## src/rtl/pp_buffer_ctrl_gen2_pkg.sv

```systemverilog
`default_nettype none
// =============================================================================
// Package  : pp_buffer_pkg
// Brief    : Shared types and width helper for the ping-pong buffer controller.
// Revision : 2.0
// =============================================================================
package pp_buffer_pkg;

    typedef enum logic [1:0] {IDLE, CLEAR, RUN} pp_state_t;
    typedef enum logic {BANK_EMPTY, BANK_FULL} bank_status_t;
    typedef enum logic {RD_SEQ, RD_TRANSPOSE} rd_mode_t;

    // Counter/address width, never narrower than one bit.
    function automatic int calc_aw(input int n);
        return (n > 2) ? $clog2(n) : 1;
    endfunction

endpackage
`default_nettype wire

```

## src/rtl/pp_buffer_ctrl_gen2_rd_addr_gen.sv

```systemverilog
`default_nettype none
// =============================================================================
// Module   : pp_rd_addr_gen
// Brief    : Drain address generator, sequential or row/column transpose.
// Revision : 2.0
// =============================================================================
module pp_rd_addr_gen
    import pp_buffer_pkg::*;
#(
    parameter int BLOCK_LEN = 192,
    parameter int ROWS      = 16,
    parameter int AW        = calc_aw(BLOCK_LEN)
)(
    input  logic          clk,
    input  logic          resetN,
    input  logic          start,
    input  logic          advance,
    input  logic          mode,
    output logic [AW-1:0] addr,
    output logic          last
);

    localparam int             COLS   = BLOCK_LEN / ROWS;
    localparam int             RW     = calc_aw(ROWS);
    localparam logic [AW-1:0]  c_LAST = AW'(BLOCK_LEN - 1);
    localparam logic [RW-1:0]  c_RMAX = RW'(ROWS - 1);
    localparam logic [AW-1:0]  c_COLS = AW'(COLS);

    logic [AW-1:0] r_cnt;
    logic [AW-1:0] r_base;
    logic [AW-1:0] r_col;
    logic [RW-1:0] r_row;
    rd_mode_t      r_mode;

    // All counters sit at zero at block start, so address 0 is correct in
    // either order even before the new mode is latched.
    always_ff @(posedge clk or negedge resetN) begin
        if (!resetN) begin
            r_cnt  <= '0;
            r_base <= '0;
            r_col  <= '0;
            r_row  <= '0;
            r_mode <= RD_SEQ;
        end else begin
            if (start) begin
                r_mode <= rd_mode_t'(mode);
            end
            if (advance) begin
                if (last) begin
                    r_cnt  <= '0;
                    r_base <= '0;
                    r_col  <= '0;
                    r_row  <= '0;
                end else begin
                    r_cnt <= r_cnt + 1'b1;
                    if (r_row == c_RMAX) begin
                        r_row  <= '0;
                        r_base <= '0;
                        r_col  <= r_col + 1'b1;
                    end else begin
                        r_row  <= r_row + 1'b1;
                        r_base <= r_base + c_COLS;
                    end
                end
            end
        end
    end

    assign last = (r_cnt == c_LAST);
    assign addr = (r_mode == RD_TRANSPOSE) ? (r_base + r_col) : r_cnt;

endmodule
`default_nettype wire

```

## src/rtl/pp_buffer_ctrl_gen2.sv

```systemverilog
`default_nettype none
// =============================================================================
// Module   : pp_buffer_ctrl_gen2
// Brief    : Ping-pong controller for two single-port RAM banks with
//            valid/ready streams and sequential or transpose drain order.
// Revision : 2.0
// =============================================================================
module pp_buffer_ctrl_gen2
    import pp_buffer_pkg::*;
#(
    parameter int DATA_W         = 1,
    parameter int BLOCK_LEN      = 192,
    parameter int ROWS           = 16,
    parameter int CLEAR_ON_RESET = 1,
    parameter int AW             = calc_aw(BLOCK_LEN)
)(
    input  logic              clk,
    input  logic              resetN,
    input  logic              s_valid,
    output logic              s_ready,
    input  logic [DATA_W-1:0] s_data,
    input  logic              rd_mode,
    output logic              m_valid,
    input  logic              m_ready,
    output logic [DATA_W-1:0] m_data,
    output logic              m_last,
    output logic              a_en,
    output logic              b_en,
    output logic              a_we,
    output logic              b_we,
    output logic [AW-1:0]     a_addr,
    output logic [AW-1:0]     b_addr,
    output logic [DATA_W-1:0] a_wdata,
    output logic [DATA_W-1:0] b_wdata,
    input  logic [DATA_W-1:0] a_q,
    input  logic [DATA_W-1:0] b_q
);

    localparam logic [1:0]    c_ST_IDLE  = IDLE;
    localparam logic [1:0]    c_ST_CLEAR = CLEAR;
    localparam logic [1:0]    c_ST_RUN   = RUN;
    localparam logic [AW-1:0] c_LAST     = AW'(BLOCK_LEN - 1);

    logic [1:0]        r_state;
    logic [AW-1:0]     r_wr_cnt;
    logic              r_wr_sel;
    logic              r_rd_sel;
    bank_status_t      r_stat [2];
    logic              r_draining;
    logic              r_inflight;
    logic              r_inflight_bank;
    logic              r_inflight_last;
    logic [1:0]        r_skid_cnt;
    logic [DATA_W-1:0] r_sk0_data;
    logic [DATA_W-1:0] r_sk1_data;
    logic              r_sk0_last;
    logic              r_sk1_last;

    logic              w_run;
    logic              w_clear;
    logic              w_wr;
    logic              w_wr_last;
    logic              w_start;
    logic              w_pop;
    logic [2:0]        w_occ;
    logic              w_issue;
    logic [AW-1:0]     w_rd_addr;
    logic              w_rd_last;
    logic [DATA_W-1:0] w_ret_data;

    assign w_run     = (r_state == c_ST_RUN);
    assign w_clear   = (r_state == c_ST_CLEAR);
    assign s_ready   = w_run && (r_stat[r_wr_sel] == BANK_EMPTY);
    assign w_wr      = s_valid && s_ready;
    assign w_wr_last = w_wr && (r_wr_cnt == c_LAST);
    assign w_start   = w_run && !r_draining && (r_stat[r_rd_sel] == BANK_FULL);
    assign w_pop     = m_valid && m_ready;

    // A word popped this cycle frees its slot, which keeps 1 word/cycle flowing.
    assign w_occ   = 3'(r_skid_cnt) + 3'(r_inflight) - 3'(w_pop);
    assign w_issue = (r_draining || w_start) && (w_occ < 3'd2);

    pp_rd_addr_gen #(
        .BLOCK_LEN (BLOCK_LEN),
        .ROWS      (ROWS),
        .AW        (AW)
    ) u_rd_addr_gen (
        .clk     (clk),
        .resetN  (resetN),
        .start   (w_start),
        .advance (w_issue),
        .mode    (rd_mode),
        .addr    (w_rd_addr),
        .last    (w_rd_last)
    );

    always_comb begin
        a_en    = 1'b0;
        a_we    = 1'b0;
        a_addr  = '0;
        a_wdata = '0;
        b_en    = 1'b0;
        b_we    = 1'b0;
        b_addr  = '0;
        b_wdata = '0;
        if (w_clear) begin
            a_en   = 1'b1;
            a_we   = 1'b1;
            a_addr = r_wr_cnt;
            b_en   = 1'b1;
            b_we   = 1'b1;
            b_addr = r_wr_cnt;
        end else begin
            if (w_wr) begin
                if (!r_wr_sel) begin
                    a_en    = 1'b1;
                    a_we    = 1'b1;
                    a_addr  = r_wr_cnt;
                    a_wdata = s_data;
                end else begin
                    b_en    = 1'b1;
                    b_we    = 1'b1;
                    b_addr  = r_wr_cnt;
                    b_wdata = s_data;
                end
            end
            // The read bank is FULL and the write bank EMPTY, so they never collide.
            if (w_issue) begin
                if (!r_rd_sel) begin
                    a_en   = 1'b1;
                    a_addr = w_rd_addr;
                end else begin
                    b_en   = 1'b1;
                    b_addr = w_rd_addr;
                end
            end
        end
    end

    always_ff @(posedge clk or negedge resetN) begin
        if (!resetN) begin
            r_state    <= c_ST_IDLE;
            r_wr_cnt   <= '0;
            r_wr_sel   <= 1'b0;
            r_rd_sel   <= 1'b0;
            r_stat[0]  <= BANK_EMPTY;
            r_stat[1]  <= BANK_EMPTY;
            r_draining <= 1'b0;
        end else begin
            case (r_state)
                c_ST_IDLE: begin
                    r_state <= (CLEAR_ON_RESET != 0) ? c_ST_CLEAR : c_ST_RUN;
                end
                c_ST_CLEAR: begin
                    if (r_wr_cnt == c_LAST) begin
                        r_wr_cnt <= '0;
                        r_state  <= c_ST_RUN;
                    end else begin
                        r_wr_cnt <= r_wr_cnt + 1'b1;
                    end
                end
                c_ST_RUN: begin
                    if (w_wr) begin
                        r_wr_cnt <= w_wr_last ? '0 : (r_wr_cnt + 1'b1);
                    end
                    if (w_wr_last) begin
                        r_stat[r_wr_sel] <= BANK_FULL;
                        r_wr_sel         <= ~r_wr_sel;
                    end
                    if (w_start) begin
                        r_draining <= 1'b1;
                    end
                    if (w_issue && w_rd_last) begin
                        r_draining       <= 1'b0;
                        r_stat[r_rd_sel] <= BANK_EMPTY;
                        r_rd_sel         <= ~r_rd_sel;
                    end
                end
                default: r_state <= c_ST_IDLE;
            endcase
        end
    end

    assign w_ret_data = r_inflight_bank ? b_q : a_q;

    always_ff @(posedge clk or negedge resetN) begin
        if (!resetN) begin
            r_inflight      <= 1'b0;
            r_inflight_bank <= 1'b0;
            r_inflight_last <= 1'b0;
            r_skid_cnt      <= '0;
            r_sk0_data      <= '0;
            r_sk1_data      <= '0;
            r_sk0_last      <= 1'b0;
            r_sk1_last      <= 1'b0;
        end else begin
            r_inflight      <= w_issue;
            r_inflight_bank <= r_rd_sel;
            r_inflight_last <= w_issue && w_rd_last;
            case ({r_inflight, w_pop})
                2'b10: begin
                    if (r_skid_cnt == 2'd0) begin
                        r_sk0_data <= w_ret_data;
                        r_sk0_last <= r_inflight_last;
                    end else begin
                        r_sk1_data <= w_ret_data;
                        r_sk1_last <= r_inflight_last;
                    end
                    r_skid_cnt <= r_skid_cnt + 2'd1;
                end
                2'b01: begin
                    r_sk0_data <= r_sk1_data;
                    r_sk0_last <= r_sk1_last;
                    r_skid_cnt <= r_skid_cnt - 2'd1;
                end
                2'b11: begin
                    if (r_skid_cnt == 2'd1) begin
                        r_sk0_data <= w_ret_data;
                        r_sk0_last <= r_inflight_last;
                    end else begin
                        r_sk0_data <= r_sk1_data;
                        r_sk0_last <= r_sk1_last;
                        r_sk1_data <= w_ret_data;
                        r_sk1_last <= r_inflight_last;
                    end
                end
                default: ;
            endcase
        end
    end

    assign m_valid = (r_skid_cnt != 2'd0);
    assign m_data  = r_sk0_data;
    assign m_last  = m_valid && r_sk0_last;

endmodule
`default_nettype wire
```

## config.mk

```make
export PLATFORM = sky130hd
export DESIGN_NAME = pp_buffer_ctrl_gen2
export DESIGN_NICKNAME = d
export VERILOG_FILES = /design/src/rtl/pp_buffer_ctrl_gen2_pkg.sv /design/src/rtl/pp_buffer_ctrl_gen2_rd_addr_gen.sv /design/src/rtl/pp_buffer_ctrl_gen2.sv
export SDC_FILE = /design/constraint.sdc
export NUM_CORES = 1
export LEC_CHECK = 0
export ABC_AREA = 1
export CAP_MARGIN = 10
export CELL_PAD_IN_SITES_DETAIL_PLACEMENT = 2
export CELL_PAD_IN_SITES_GLOBAL_PLACEMENT = 2
export CORE_ASPECT_RATIO = 0.8
export CORE_MARGIN = 4
export CORE_UTILIZATION = 35
export CTS_CLUSTER_SIZE = 10
export DETAILED_ROUTE_END_ITERATION = 6
export PLACE_DENSITY = 0.86
export SYNTH_ARGS = -nofsm -noshare
export SYNTH_HDL_FRONTEND = slang
export SYNTH_SLANG_ARGS = --single-unit
```

## constraint.sdc

```tcl
create_clock -name clk -period 6.95 [get_ports clk]
set_input_delay 0.695 -clock clk [delete_from_list [all_inputs] [get_ports clk]]
set_output_delay 0.695 -clock clk [all_outputs]
set_load 0.1 [all_outputs]
```

==> summary.md <==
| Metric | Value |
|---|---|
| Clk_lat worst skew | 0.30 ns |
| Die H | 97.60 um |
| Max-Cap Viols | 0 |
| Via count | 3441 |
| Total CTS buffers | 5 |
| Asr flop ratio synth | 1.000 |
| Post-route setup slack | 1.989 ns |
| Fmax achieved | 201.6 MHz |
| WL met3 | 346 um |
| Die area | 11710 um2 |
| Total power | 1.533 mW |
| Leakage power | 2.030 nW |
| Count of cell types in the netlist | 36 |
| Crit. End Element | output port |
| DR vias/cell | between 5 and 6 |
| DIE WIDTH | 120.0 um |
| First-pass GRT wire length | roughly 20 mm |
| Mean cell area of the mapped netlist | approximately 7.1 um2 |
| Setup violators final | 0 |
| Dominant cell type by area after synthesis | dfrtp_1 |
| Clock Sinks | 51 |
| Crit Path Category | register to output port |
| Data arrival, critical path | 4.27 ns |
| VDD IR max | between 0.2 and 0.3 mV |
| HPWL Detailed | 9.071 mm |
| Finished Layout Cells | approximately 660 |
| Status | completed |
| CTS clock-pin slew for the worst setup and hold paths | about 0.070 ns |
| RSZ-0062 raised after global routing | no |
| Ports | 34 |
| Main synth FF type | dfrtp_1 |
| Core footprint | 9729 um2 |
| Worst min path class | register to register |
| Post-Syn Area | 3512 um2 |
| GRT Total Usage | 0.2129 |
| Largest net degree at the start of global routing | 52 |
| WL final | 11.73 mm |
| Crit-path most repeated cell | nand2_1 |
| Gr ovfl total | 0 |
| Slowest-stage cell, CP | clkdlybuf4s50_1 |
| Port Buffers | 33 |
| Post-CTS Setup Repair Bufs | 0 |
| Slew headroom | 0.3330 |
| Total negative setup slack | 0 ns |
| Startpoint Class | register |
| Met1 wire length | approximately 5.5 mm |
| Period minus WS final | ~5.0 ns |
| Worst path cell trace | inv_2, ha_1, inv_1, nand2_1, nor2_1, o21ai_0, fa_1, o21ai_0, nor2_2, nand3_2, a21oi_1, nand2_1, nand2_1, clkdlybuf4s50_1 |
| First-pass iteration count of the detailed router | 4 |
| Hold buffer count at CTS | 0 |
| 1st-iter DRT viols | 136 |
| Pre-CTS setup slack | 2.039 ns |
| Worst Path Buf+Inv | 3 |
| CTS tree | built |
| Initial antenna violation count | 0 |
| Worst path max stage delay | 1.15 ns |
| Final Hold Vio Count | 0 |
| Critical Path RT | 6.25 ns |
| Final nets | 549 |
| Final period utilization | 0.7138 |
| DRT antenna net count | 0 |
| Remaining DRCs | 0 |
| Final Skew | 0.005302 ns |
| Placed insts | 655 |
| Share of the synthesized area in the top cell type | 0.3634 |
| Post-CTS Resized | 0 |
| Seq cells post-synth | 51 |
| Ys Warns | 0 |
| Initial core utilization | 0.3610 |
| Antenna Cells | 0 |
| Met2 WL post-DR | 5.800 mm |
| CTS HTree Levels | 2 |
| Worst-margin pin slew | 0.9974 ns |
| Minimum hold slack | 0.4480 ns |
| CTS Root Cell | clkbuf_16 |
| Largest delay share family, worst path | buffers and inverters |
| Average wire per standard cell | 17.70 um |
| Area Overhead vs Synth | 17.14% |
| Final max-slew violation count | 0 |
| Core Rows | 32 |
| Top post-synthesis cells by area | dfrtp_1, nand2_1, nand3_1 |
| Vias in the first global route | 3907 |
| CP max FO | 10 |
| Routability cong. | between 0.8 and 0.9 |
| Layout cells sized above 1 | 0.07211 |
| EDFF count, synth | 0 |
| Post-Syn Nets | 518 |
| Sequential-to-total area share from yosys stat | 0.3634 |
| Highest metal used | met4 |
| Pwr Density | 372.7 nW/um2 |
| Syn Inst Count | 495 |
| Max clock buf depth | 2 |
cell usage after synthesis, types with 2 or more instances:
library cell,instances
nand4_1,8
ha_1,14
nor2_1,44
a21oi_1,22
nand3_2,4
nand2_1,143
or2_2,2
xnor2_1,4
buf_6,4
xor2_1,11
buf_4,2
nor2_4,3
o21ai_0,30
dfrtp_1,51
o31ai_1,3
nand3_1,45
clkbuf_1,2
buf_2,2
nand3b_1,2
nand2_4,2
inv_1,59
nand2_2,4
inv_2,7
nor3_1,8
o22ai_1,2
o21ai_1,7
state kept, by name (all words and copies together), names as in the netlist:
name                  count
r_wr_cnt                  8
u_rd_addr_gen.r_cnt       8
u_rd_addr_gen.r_col       8
u_rd_addr_gen.r_base      6
u_rd_addr_gen.r_row       4
r_skid_cnt                2
r_stat                    2
r_state                   2
m_data                    1
r_draining                1
r_inflight                1
r_inflight_bank           1
r_inflight_last           1
r_rd_sel                  1
r_sk0_last                1
r_sk1_data                1
r_sk1_last                1
r_wr_sel                  1
u_rd_addr_gen.r_mode      1
routing by layer:
layer  vias to the layer above  GRT usage
li1                       1647          -
met2                        53     0.3687
met1                      1727     0.2804
met4                         0    0.03961
met3                        14    0.03609
met5                         -          0
path summary, 6_finish.rpt:
kind	from	to	slack, ns	depth (start not counted)
min reg2reg	r_state[0]	r_state[0]	0.45	1
max	r_skid_cnt[1]	b_addr[6]	1.99	14
max reg2reg	r_skid_cnt[1]	u_rd_addr_gen.r_base[5]	3.54	14
min	r_state[0]	r_state[0]	0.45	1
max in group asynchronous	resetN	u_rd_addr_gen.r_col[5]	5.97	2
min in group asynchronous	resetN	u_rd_addr_gen.r_row[2]	0.53	2
report_power, final:
| part | switching (mW) | total (mW) | internal, mW |
|---|---|---|---|
| clock | 0.123 | 0.295 | 0.172 |
| combinational | 0.536 | 0.773 | 0.236 |
| sequential | 0.0874 | 0.466 | 0.378 |
layout by cell type (no fill, tap or decap), types with 11 or more instances in the layout:
cell type	n
a21oi_1	22
clkdlybuf4s50_1	32
dfrtp_1	51
ha_1	14
inv_1	59
nand2_1	143
nand3_1	45
nor2_1	44
o21ai_0	30
xor2_1	11
cell families (layout without fill, tap and decap cells):
logic type                 after synthesis  after routing  synth area share
AOI/OAI and AO/OA                       67             67            0.1026
buffers and inverters                   77            109           0.09369
DFF                                     51             51            0.3634
adders and majority gates               15             15           0.05558
xor gates and xnor gates                15             15           0.03740
muxes                                    2              2          0.006056
and+or+nand+nor                        268            268            0.3413
through the flow:
step	instance area (um2)	utilization
detailed placement	3941	0.4051
floorplan	3512	-
CTS	4114	0.4228
finish	4114	0.4228
global placement	3941	0.4051
global route	4114	0.4228
final cells by class:
class	count	area, um2
Fill cell	1180	5615
Multi-Input combinational cell	367	1907
Sequential cell	51	1276
Timing Repair Buffer	35	340.3
Inverter	66	247.7
Tap cell	136	170.2
Clock buffer	5	125.1
Clock inverter	3	47.55
Power figures use the tool's default switching activity.
